$ cat config.mk
export PLATFORM = sky130hd
export DESIGN_NAME = warp_fetch
export DESIGN_NICKNAME = d
export VERILOG_FILES = /design/src/rtl/warp_pkg.sv /design/src/rtl/warp_fetch_buffer.sv /design/src/rtl/warp_fetch.sv
export SDC_FILE = /design/constraint.sdc
export NUM_CORES = 1
export LEC_CHECK = 0
export ABC_CLOCK_PERIOD_IN_PS = 8700
export BUFFER_PORTS_ARGS = -buffer_cell sky130_fd_sc_hd__buf_2
export CAP_MARGIN = 30
export CELL_PAD_IN_SITES_DETAIL_PLACEMENT = 1
export CELL_PAD_IN_SITES_GLOBAL_PLACEMENT = 1
export CORE_UTILIZATION = 40
export DETAILED_ROUTE_END_ITERATION = 16
export PLACE_DENSITY = 0.68
export SLEW_MARGIN = 25
export SYNTH_ARGS = -nofsm -noshare
export SYNTH_HDL_FRONTEND = slang
export SYNTH_HIERARCHICAL = 1
export SYNTH_SLANG_ARGS = --single-unit
$ cat constraint.sdc
create_clock -name i_clk -period 8.7 [get_ports i_clk]
set_input_delay 1.74 -clock i_clk [delete_from_list [all_inputs] [get_ports i_clk]]
set_output_delay 1.74 -clock i_clk [all_outputs]
set_load 0.02 [all_outputs]
$ cat src/rtl/warp_pkg.sv
// Shared types and constants for the warp fetch stage: FSM encoding,
// reset PC, instruction width and the layout of one buffered instruction.
package warp_pkg;

  localparam logic [63:0] DEFAULT_RESET_PC  = 64'h0000_0000_8000_0000;
  localparam int          INST_W            = 32;
  localparam int          FETCH_BLOCK_BYTES = 8;

  typedef enum logic [1:0] {
    FETCH_STATE_REQ     = 2'd0,
    FETCH_STATE_WAIT    = 2'd1,
    FETCH_STATE_DISCARD = 2'd2
  } fetch_state_e;

  typedef struct packed {
    logic [63:0]       pc;
    logic [INST_W-1:0] inst;
  } fetch_entry_t;

endpackage

$ cat src/rtl/warp_fetch_buffer.sv
// Instruction FIFO between fetch and decode: up to two pushes and one pop
// per cycle, with a synchronous flush that wins over everything else.
module warp_fetch_buffer
  import warp_pkg::*;
#(
  parameter int BUF_DEPTH = 4
) (
  input  logic                       i_clk,
  input  logic                       i_rst_n,
  input  logic                       flush,
  input  logic                       push0,
  input  logic                       push1,
  input  fetch_entry_t               entry0,
  input  fetch_entry_t               entry1,
  input  logic                       pop,
  output logic                       head_valid,
  output fetch_entry_t               head,
  output logic [$clog2(BUF_DEPTH):0] count
);

  localparam int PTR_W = $clog2(BUF_DEPTH);
  localparam int CNT_W = PTR_W + 1;

  fetch_entry_t     mem [BUF_DEPTH];
  logic [PTR_W-1:0] wr_ptr;
  logic [PTR_W-1:0] rd_ptr;
  logic [1:0]       push_n;

  assign push_n     = {1'b0, push0} + {1'b0, push1};
  assign head_valid = (count != '0);
  assign head       = mem[rd_ptr];

  // Storage needs no reset; entry1 always lands right behind entry0.
  always_ff @(posedge i_clk) begin
    if (!flush) begin
      if (push0) mem[wr_ptr] <= entry0;
      if (push1) mem[wr_ptr + PTR_W'(1)] <= entry1;
    end
  end

  always_ff @(posedge i_clk or negedge i_rst_n) begin
    if (!i_rst_n) begin
      wr_ptr <= '0;
      rd_ptr <= '0;
      count  <= '0;
    end else if (flush) begin
      wr_ptr <= '0;
      rd_ptr <= '0;
      count  <= '0;
    end else begin
      wr_ptr <= wr_ptr + PTR_W'(push_n);
      rd_ptr <= rd_ptr + PTR_W'(pop);
      count  <= count + CNT_W'(push_n) - CNT_W'(pop);
    end
  end

endmodule

$ cat src/rtl/warp_fetch.sv
// Fetch stage: owns the PC, issues one aligned 8-byte icache read at a time,
// splits responses into instructions and handles branch/trap redirects.
module warp_fetch
  import warp_pkg::*;
#(
  parameter logic [63:0] RESET_PC  = DEFAULT_RESET_PC,
  parameter int          BUF_DEPTH = 4
) (
  input  logic        i_clk,
  input  logic        i_rst_n,
  input  logic        i_redirect_valid,
  input  logic [63:0] i_redirect_pc,
  input  logic        i_req_ready,
  output logic        o_req_valid,
  output logic [33:0] o_req_raddr,
  input  logic        i_res_valid,
  output logic        o_res_ready,
  input  logic [63:0] i_res_rdata,
  output logic        o_inst_valid,
  input  logic        i_inst_ready,
  output logic [31:0] o_inst,
  output logic [63:0] o_inst_pc
);

  localparam int CNT_W = $clog2(BUF_DEPTH) + 1;

  fetch_state_e     state;
  fetch_state_e     state_next;
  logic [63:0]      pc;
  logic [63:0]      req_pc;
  logic [63:0]      pending_pc;
  logic             redirect_pending;
  logic [63:0]      redirect_target;
  logic [1:0]       unused_redirect_bits;
  logic [CNT_W-1:0] buf_count;
  logic             req_fire;
  logic             push0;
  logic             push1;
  logic             pop;
  fetch_entry_t     entry0;
  fetch_entry_t     entry1;
  fetch_entry_t     head;

  assign redirect_target      = {i_redirect_pc[63:2], 2'b00};
  assign unused_redirect_bits = i_redirect_pc[1:0];
  assign req_fire             = o_req_valid & i_req_ready;
  assign o_req_raddr          = {pc[33:3], 3'b000};

  always_ff @(posedge i_clk or negedge i_rst_n) begin
    if (!i_rst_n) state <= FETCH_STATE_REQ;
    else          state <= state_next;
  end

  // A request accepted under a redirect (or with one parked) returns stale data.
  always_comb begin
    state_next = state;
    case (state)
      FETCH_STATE_REQ:
        if (req_fire)
          state_next = (i_redirect_valid || redirect_pending) ? FETCH_STATE_DISCARD
                                                              : FETCH_STATE_WAIT;
      FETCH_STATE_WAIT:
        if (i_redirect_valid)
          state_next = i_res_valid ? FETCH_STATE_REQ : FETCH_STATE_DISCARD;
        else if (i_res_valid)
          state_next = FETCH_STATE_REQ;
      FETCH_STATE_DISCARD:
        if (i_res_valid) state_next = FETCH_STATE_REQ;
      default: state_next = FETCH_STATE_REQ;
    endcase
  end

  always_comb begin
    o_req_valid = 1'b0;
    o_res_ready = 1'b0;
    case (state)
      FETCH_STATE_REQ:     o_req_valid = i_rst_n && (buf_count <= CNT_W'(BUF_DEPTH - 2));
      FETCH_STATE_WAIT:    o_res_ready = 1'b1;
      FETCH_STATE_DISCARD: o_res_ready = 1'b1;
      default: ;
    endcase
  end

  // A redirect hitting a request still waiting on ready is parked so the
  // driven address stays stable until the handshake.
  always_ff @(posedge i_clk or negedge i_rst_n) begin
    if (!i_rst_n) begin
      pc               <= RESET_PC;
      req_pc           <= RESET_PC;
      pending_pc       <= RESET_PC;
      redirect_pending <= 1'b0;
    end else if (i_redirect_valid) begin
      if (state == FETCH_STATE_REQ && o_req_valid && !i_req_ready) begin
        redirect_pending <= 1'b1;
        pending_pc       <= redirect_target;
      end else begin
        redirect_pending <= 1'b0;
        pc               <= redirect_target;
      end
    end else if (req_fire) begin
      if (redirect_pending) begin
        redirect_pending <= 1'b0;
        pc               <= pending_pc;
      end else begin
        req_pc <= pc;
        pc     <= {pc[63:3], 3'b000} + 64'(FETCH_BLOCK_BYTES);
      end
    end
  end

  always_comb begin
    push0       = (state == FETCH_STATE_WAIT) && i_res_valid && !i_redirect_valid;
    push1       = push0 && !req_pc[2];
    pop         = o_inst_valid && i_inst_ready && !i_redirect_valid;
    entry0.pc   = req_pc;
    entry0.inst = req_pc[2] ? i_res_rdata[63:32] : i_res_rdata[31:0];
    entry1.pc   = req_pc + 64'd4;
    entry1.inst = i_res_rdata[63:32];
  end

  warp_fetch_buffer #(
    .BUF_DEPTH(BUF_DEPTH)
  ) u_buffer (
    .i_clk     (i_clk),
    .i_rst_n   (i_rst_n),
    .flush     (i_redirect_valid),
    .push0     (push0),
    .push1     (push1),
    .entry0    (entry0),
    .entry1    (entry1),
    .pop       (pop),
    .head_valid(o_inst_valid),
    .head      (head),
    .count     (buf_count)
  );

  assign o_inst    = head.inst;
  assign o_inst_pc = head.pc;

endmodule

# == Word-level counts from Yosys, hierarchy flattened ==
# Memories as Yosys holds them, arrays and structs flattened.
# Index checks and enable logic that the tools add are counted.
# classes
addsub,8
order_cmp,1
n_eq_ne,4
muxes,25
n_bitwise,3
n_reduce_logical,19
# ops
operator,n
$mux W64,4
$add A64 B3 Y64 const B,1
$add A64 B4 Y64 const B,1
$mux W32,1
$mux W2,7
$mux W1,11
$logic_and A1 B1 Y1,8
$pmux W2 S3,1
$ne A2 B2 Y1 const B,2
$reduce_and A2 Y1,2
$add A3 B2 Y3,1
$le A3 B2 Y1 const B,1
$logic_not A1 Y1,3
$mux W3,1
$reduce_and A3 Y1,1
$reduce_bool A3 Y1,1
$sub A3 B1 Y3,1
$add A1 B1 Y2,1
$add A2 B1 Y2,1
$add A2 B1 Y2 const B,1
$add A2 B2 Y2,1
$eq A2 B1 Y1 const B,1
$eq A2 B2 Y1 const B,1
$logic_not A2 Y1,1
5 further kinds,6
# word_totals
ff_bits,200
mem_bits_rw,384
input_bits,134
out_inout_bits,133
n_memories,1
# mem_list
memory,words,word_bits,read_ports,rd_clocked_by_memory_dff,write_ports,line_no,text
u_buffer.mem,4,96,1,0,2,warp_fetch_buffer.sv:24,fetch_entry_t mem [BUF_DEPTH];

# == Longest topological paths before layout ==
# logic_depth
word_depth,8
ltp_mapped,13
depth_no_buf,13

# == By module ==
# Netlist, hierarchy kept.
# by_module_without_submodules
module,instances,cells_per_inst,area_per_inst_um2
warp_fetch_buffer,1,974,18890.6
warp_fetch,1,1175,11556.1

# == Least setup slack after synthesis ==
# No wires, ideal clock.
# synth_timing
kind,input -> register
start,in i_redirect_valid
end,mem u_buffer/mem[3][0] (netlist name) (enable)
setup_time_ns,0.688
t_arrival_ns,9.500
t_required_ns,8.012
setup_slack_ns,-1.488
stages,6
path_buffers,1
path_cell_list,inv_1 buf_2 and3_1 and2_1 mux2i_1 nor3b_1
# synth_rtl
item,line_no,text
start: declaration,warp_fetch.sv:11,"input logic i_redirect_valid,"
end: declaration,warp_fetch_buffer.sv:24,

==> results by group <==
Min path
  • HP Class: reg2reg

Worst setup path
  • CP Launch Point: i_redirect_valid
  • Cells along the critical path: buf_4 > inv_1 > and3_1 > and2_1 > nand4b_1 > buf_4 > buf_4 > mux2_2
  • Stages on the worst setup path: 8
  • CP endpoint: u_buffer/mem[0][30]
  • Critical path fanouts, max: 51
  • CP top delay family: buffers and inverters
  • Worst reg-to-reg setup slack: 4770 ps
  • Reg2reg start: req_pc[2]
  • Startpoint types: input port
  • Arrival time worst endpoint: around 5400 ps
  • Cells on worst reg2reg path: 7
  • R2r endpoint: u_buffer/mem[1][86]
  • Kind of critical path: in2reg
  • CP max stage cell: buf_4
  • CP most frequent cell: buf_4
  • Max incr delay on CP: 820 ps
  • CP required: 9050 ps
  • CP bufs+invs: 4
  • Crit end category: flop

Clocking
  • Skew-Pair Late Insertion Delay: ~610 ps
  • Clk slew on worst S/H paths: about 60 ps
  • Longest Clk Path Bufs: 3
  • Resize count post-CTS: 0
  • CTS Buf Count: just under 70
  • Post-CTS setup buffer count: 0
  • CTS Hold Buffers Added: 0
  • Clock root buffer: clkbuf_16
  • CTS Sinks: a little under 600
  • CTS tree: yes
  • H-tree levels: 3

Power and ir drop
  • Pleak: 12.5 nW
  • Switch share: 0.333
  • Pint: 6.66 mW
  • Overall power: 9.98 mW
  • PwrDens: 286 nW/um^2
  • Sequential cell fraction of total power: 0.446
  • Worst VDD drop: 0.146 mV
  • Logic pwr share: 0.259
  • Switching power: 3.32 mW
  • Clock power share: 0.295

Job
  • Max-cap viol count: 0

GRT
  • First-pass GRT wire length: 133000 um
  • GRT overflow: 0
  • Largest net degree at the start of global routing: 85
  • Antenna violations before repair: 6
  • Total GRT Usage: 0.225
  • Vias in the first global route: 21537

Run status
  • Status: finished, final reports clean

Placed design
  • DP Area: around 32000 um^2
  • Dpl cells: between 3000 and 4000
  • Global placement routability congestion: 0.829
  • Port Buffer Count: 261
  • Dpl hpwl: roughly 55000 um
  • Pre-CTS WS: 3090 ps

STA
  • Final slew viol count: 0
  • Setup TNS after final layout: 0 ps
  • Hold WS: around 510 ps
  • Count of final setup violators: 0
  • Minimum clock period: 5020 ps
  • Unrepaired setup endpoints after global routing: no
  • Worst slew margin: 0.260
  • FMAX: about 0.2 GHz
  • Final period util: 0.577
  • Worst-Margin Slew: ~1100 ps
  • Worst Skew: approximately 30 ps
  • Final WS setup: 3680 ps
  • Final-report hold violation count: 0

Die
  • Die W: around 280 um
  • Die Area: 77200 um^2
  • Core area: between 70000 and 80000 um^2
  • Die Ht: 278 um
  • Initial core utilization: 0.407
  • Num rows: 100
  • Ports: 267

Synth
  • Async SR Flop Fraction: 0.338
  • Ys flop type: edfxtp_1
  • Top cells by area, synth: edfxtp_1, dfrtp_1, mux2_2
  • Sequential area share after synthesis: 0.540
  • Syn_area_per_cell: 14.2 um^2
  • EDFF count, synth: 384
  • #FFs+latches synth: 580
  • Leading area contributor after synthesis: edfxtp_1
  • Synthesized cell area: 30400 um^2
  • Yosys cell types: 79
  • Synth top area share: 0.379
  • Yosys warns: 6
  • Synth Instances: between 2000 and 2500

Layout
  • Post-route cell area: 34800 um^2
  • Fraction of layout cells with a size suffix above 1: 0.394
  • Area Growth Syn to Fin: 14.5%
  • Final Non-Filler Cells: 3383
  • Final net count: 2504
  • Final Util: 0.466
  • Diodes inserted: 0
  • Most frequent cells in the layout: mux2_2, edfxtp_1, buf_2, dfrtp_1, mux2_1
  • Commonest non-fill, non-tap cell in the layout: mux2_2

Route
  • Drt first pass iters: 6
  • DRT Wirelength: approximately 87000 um
  • Routed Antenna Nets: 0
  • DRT iter0 DRCs: 1332
  • DR DRC count: 0
  • Via Count: about 20000
  • Drt wl/cell: around 26 um
  • DR vias/cell: a little under 6
==> worst min path at each step <==
stage / startpoint / to / slack (ps) / depth (start not counted)
6_report: pending_pc[2] / pending_pc[2] / 510 / 1
5_1_grt: pending_pc[41] / pending_pc[41] / 520 / 1
4_1_cts: pending_pc[3] / pending_pc[3] / 510 / 1
3_5_place_dp: pending_pc[3] / pending_pc[3] / 500 / 1
3_3_place_gp: pending_pc[45] / pending_pc[45] / 490 / 1
2_1_floorplan: pc[2] / req_pc[2] / 450 / 2
==> worst register-to-register path, stage by stage, from the launching register on <==
cell,delay [ps]
dfrtp_4,890
ha_1,370
nand2_1,190
nor2_1,350
nand4_1,680
nor4_1,630
xor2_1,210
mux2_1,350
==> cell type report <==
| class | count | area [um^2] |
|---|---|---|
| Multi-Input combinational cell | 1377 | 13100 |
| Sequential cell | 580 | 16500 |
| Fill cell | 7503 | 40000 |
| Clock buffer | 99 | 2020 |
| Inverter | 32 | 120 |
| Timing Repair Buffer | 297 | 1670 |
| Tap cell | 969 | 1210 |
| Clock inverter | 29 | 302 |
==> Yosys cell counts, types with 4 or more instances <==
| master | count |
|---|---|
| o22ai_1 | 4 |
| buf_6 | 8 |
| or4_1 | 8 |
| nand4b_1 | 5 |
| a222oi_1 | 9 |
| or3_1 | 11 |
| and2_1 | 8 |
| xnor2_1 | 34 |
| and4_1 | 9 |
| or2_2 | 5 |
| mux2_2 | 412 |
| nand4_1 | 53 |
| nor2b_1 | 7 |
| mux4_2 | 96 |
| dfrtp_1 | 193 |
| a41oi_1 | 5 |
| a221oi_1 | 6 |
| buf_4 | 46 |
| nand2_1 | 81 |
| mux2i_1 | 4 |
| o2bb2ai_1 | 12 |
| o21ai_0 | 60 |
| buf_2 | 55 |
| nor2_1 | 65 |
| a21oi_1 | 34 |
| nand3_1 | 46 |
| a22oi_1 | 25 |
| inv_1 | 32 |
| and3_1 | 17 |
| ha_1 | 12 |
| mux2_1 | 120 |
| o211ai_1 | 16 |
| nand3b_1 | 4 |
| nor3_1 | 34 |
| o311ai_0 | 9 |
| clkbuf_1 | 65 |
| xor2_1 | 27 |
| a22o_1 | 19 |
| nor4_1 | 34 |
| o31ai_1 | 7 |
| edfxtp_1 | 384 |
| a31oi_1 | 11 |
==> kinds of logic after synthesis <==
group | Yosys count | share of synthesized area
other cells | 1 | 0.000123
compound gates | 236 | 0.0537
mux | 632 | 0.269
fa+ha+maj | 13 | 0.00559
xor+xnor | 63 | 0.0191
flops | 580 | 0.540
simple gates | 414 | 0.0766
buf+inv | 210 | 0.0360
==> power by group through the flow <==
stage | registers (mW) | logic (mW) | clock network, mW
5_1_grt | 4.53 | 2.82 | 3.11
6_report | 4.45 | 2.59 | 2.94
3_3_place_gp | 4.43 | 2.44 | 0
3_5_place_dp | 4.48 | 2.57 | 0
2_1_floorplan | 4.07 | 2.10 | 0
4_1_cts | 4.43 | 2.60 | 3.01
==> registers in the layout, summed over array words and instances (netlist names) <==
register / cells
u_buffer/mem: 384
pc: 62
pending_pc: 62
req_pc: 62
u_buffer/count: 3
state: 2
u_buffer/rd_ptr: 2
u_buffer/wr_ptr: 2
redirect_pending: 1
==> metal layers <==
layer	vias up	part of all wire	routed length, um	global-route usage
met1	10448	0.44	38600	0.300
met2	504	0.48	42000	0.373
met5	-	0.00068	59	0
met3	137	0.048	4160	0.0372
li1	8804	-	-	-
met4	10	0.026	2290	0.0734
Power figures use the tool's default switching activity.
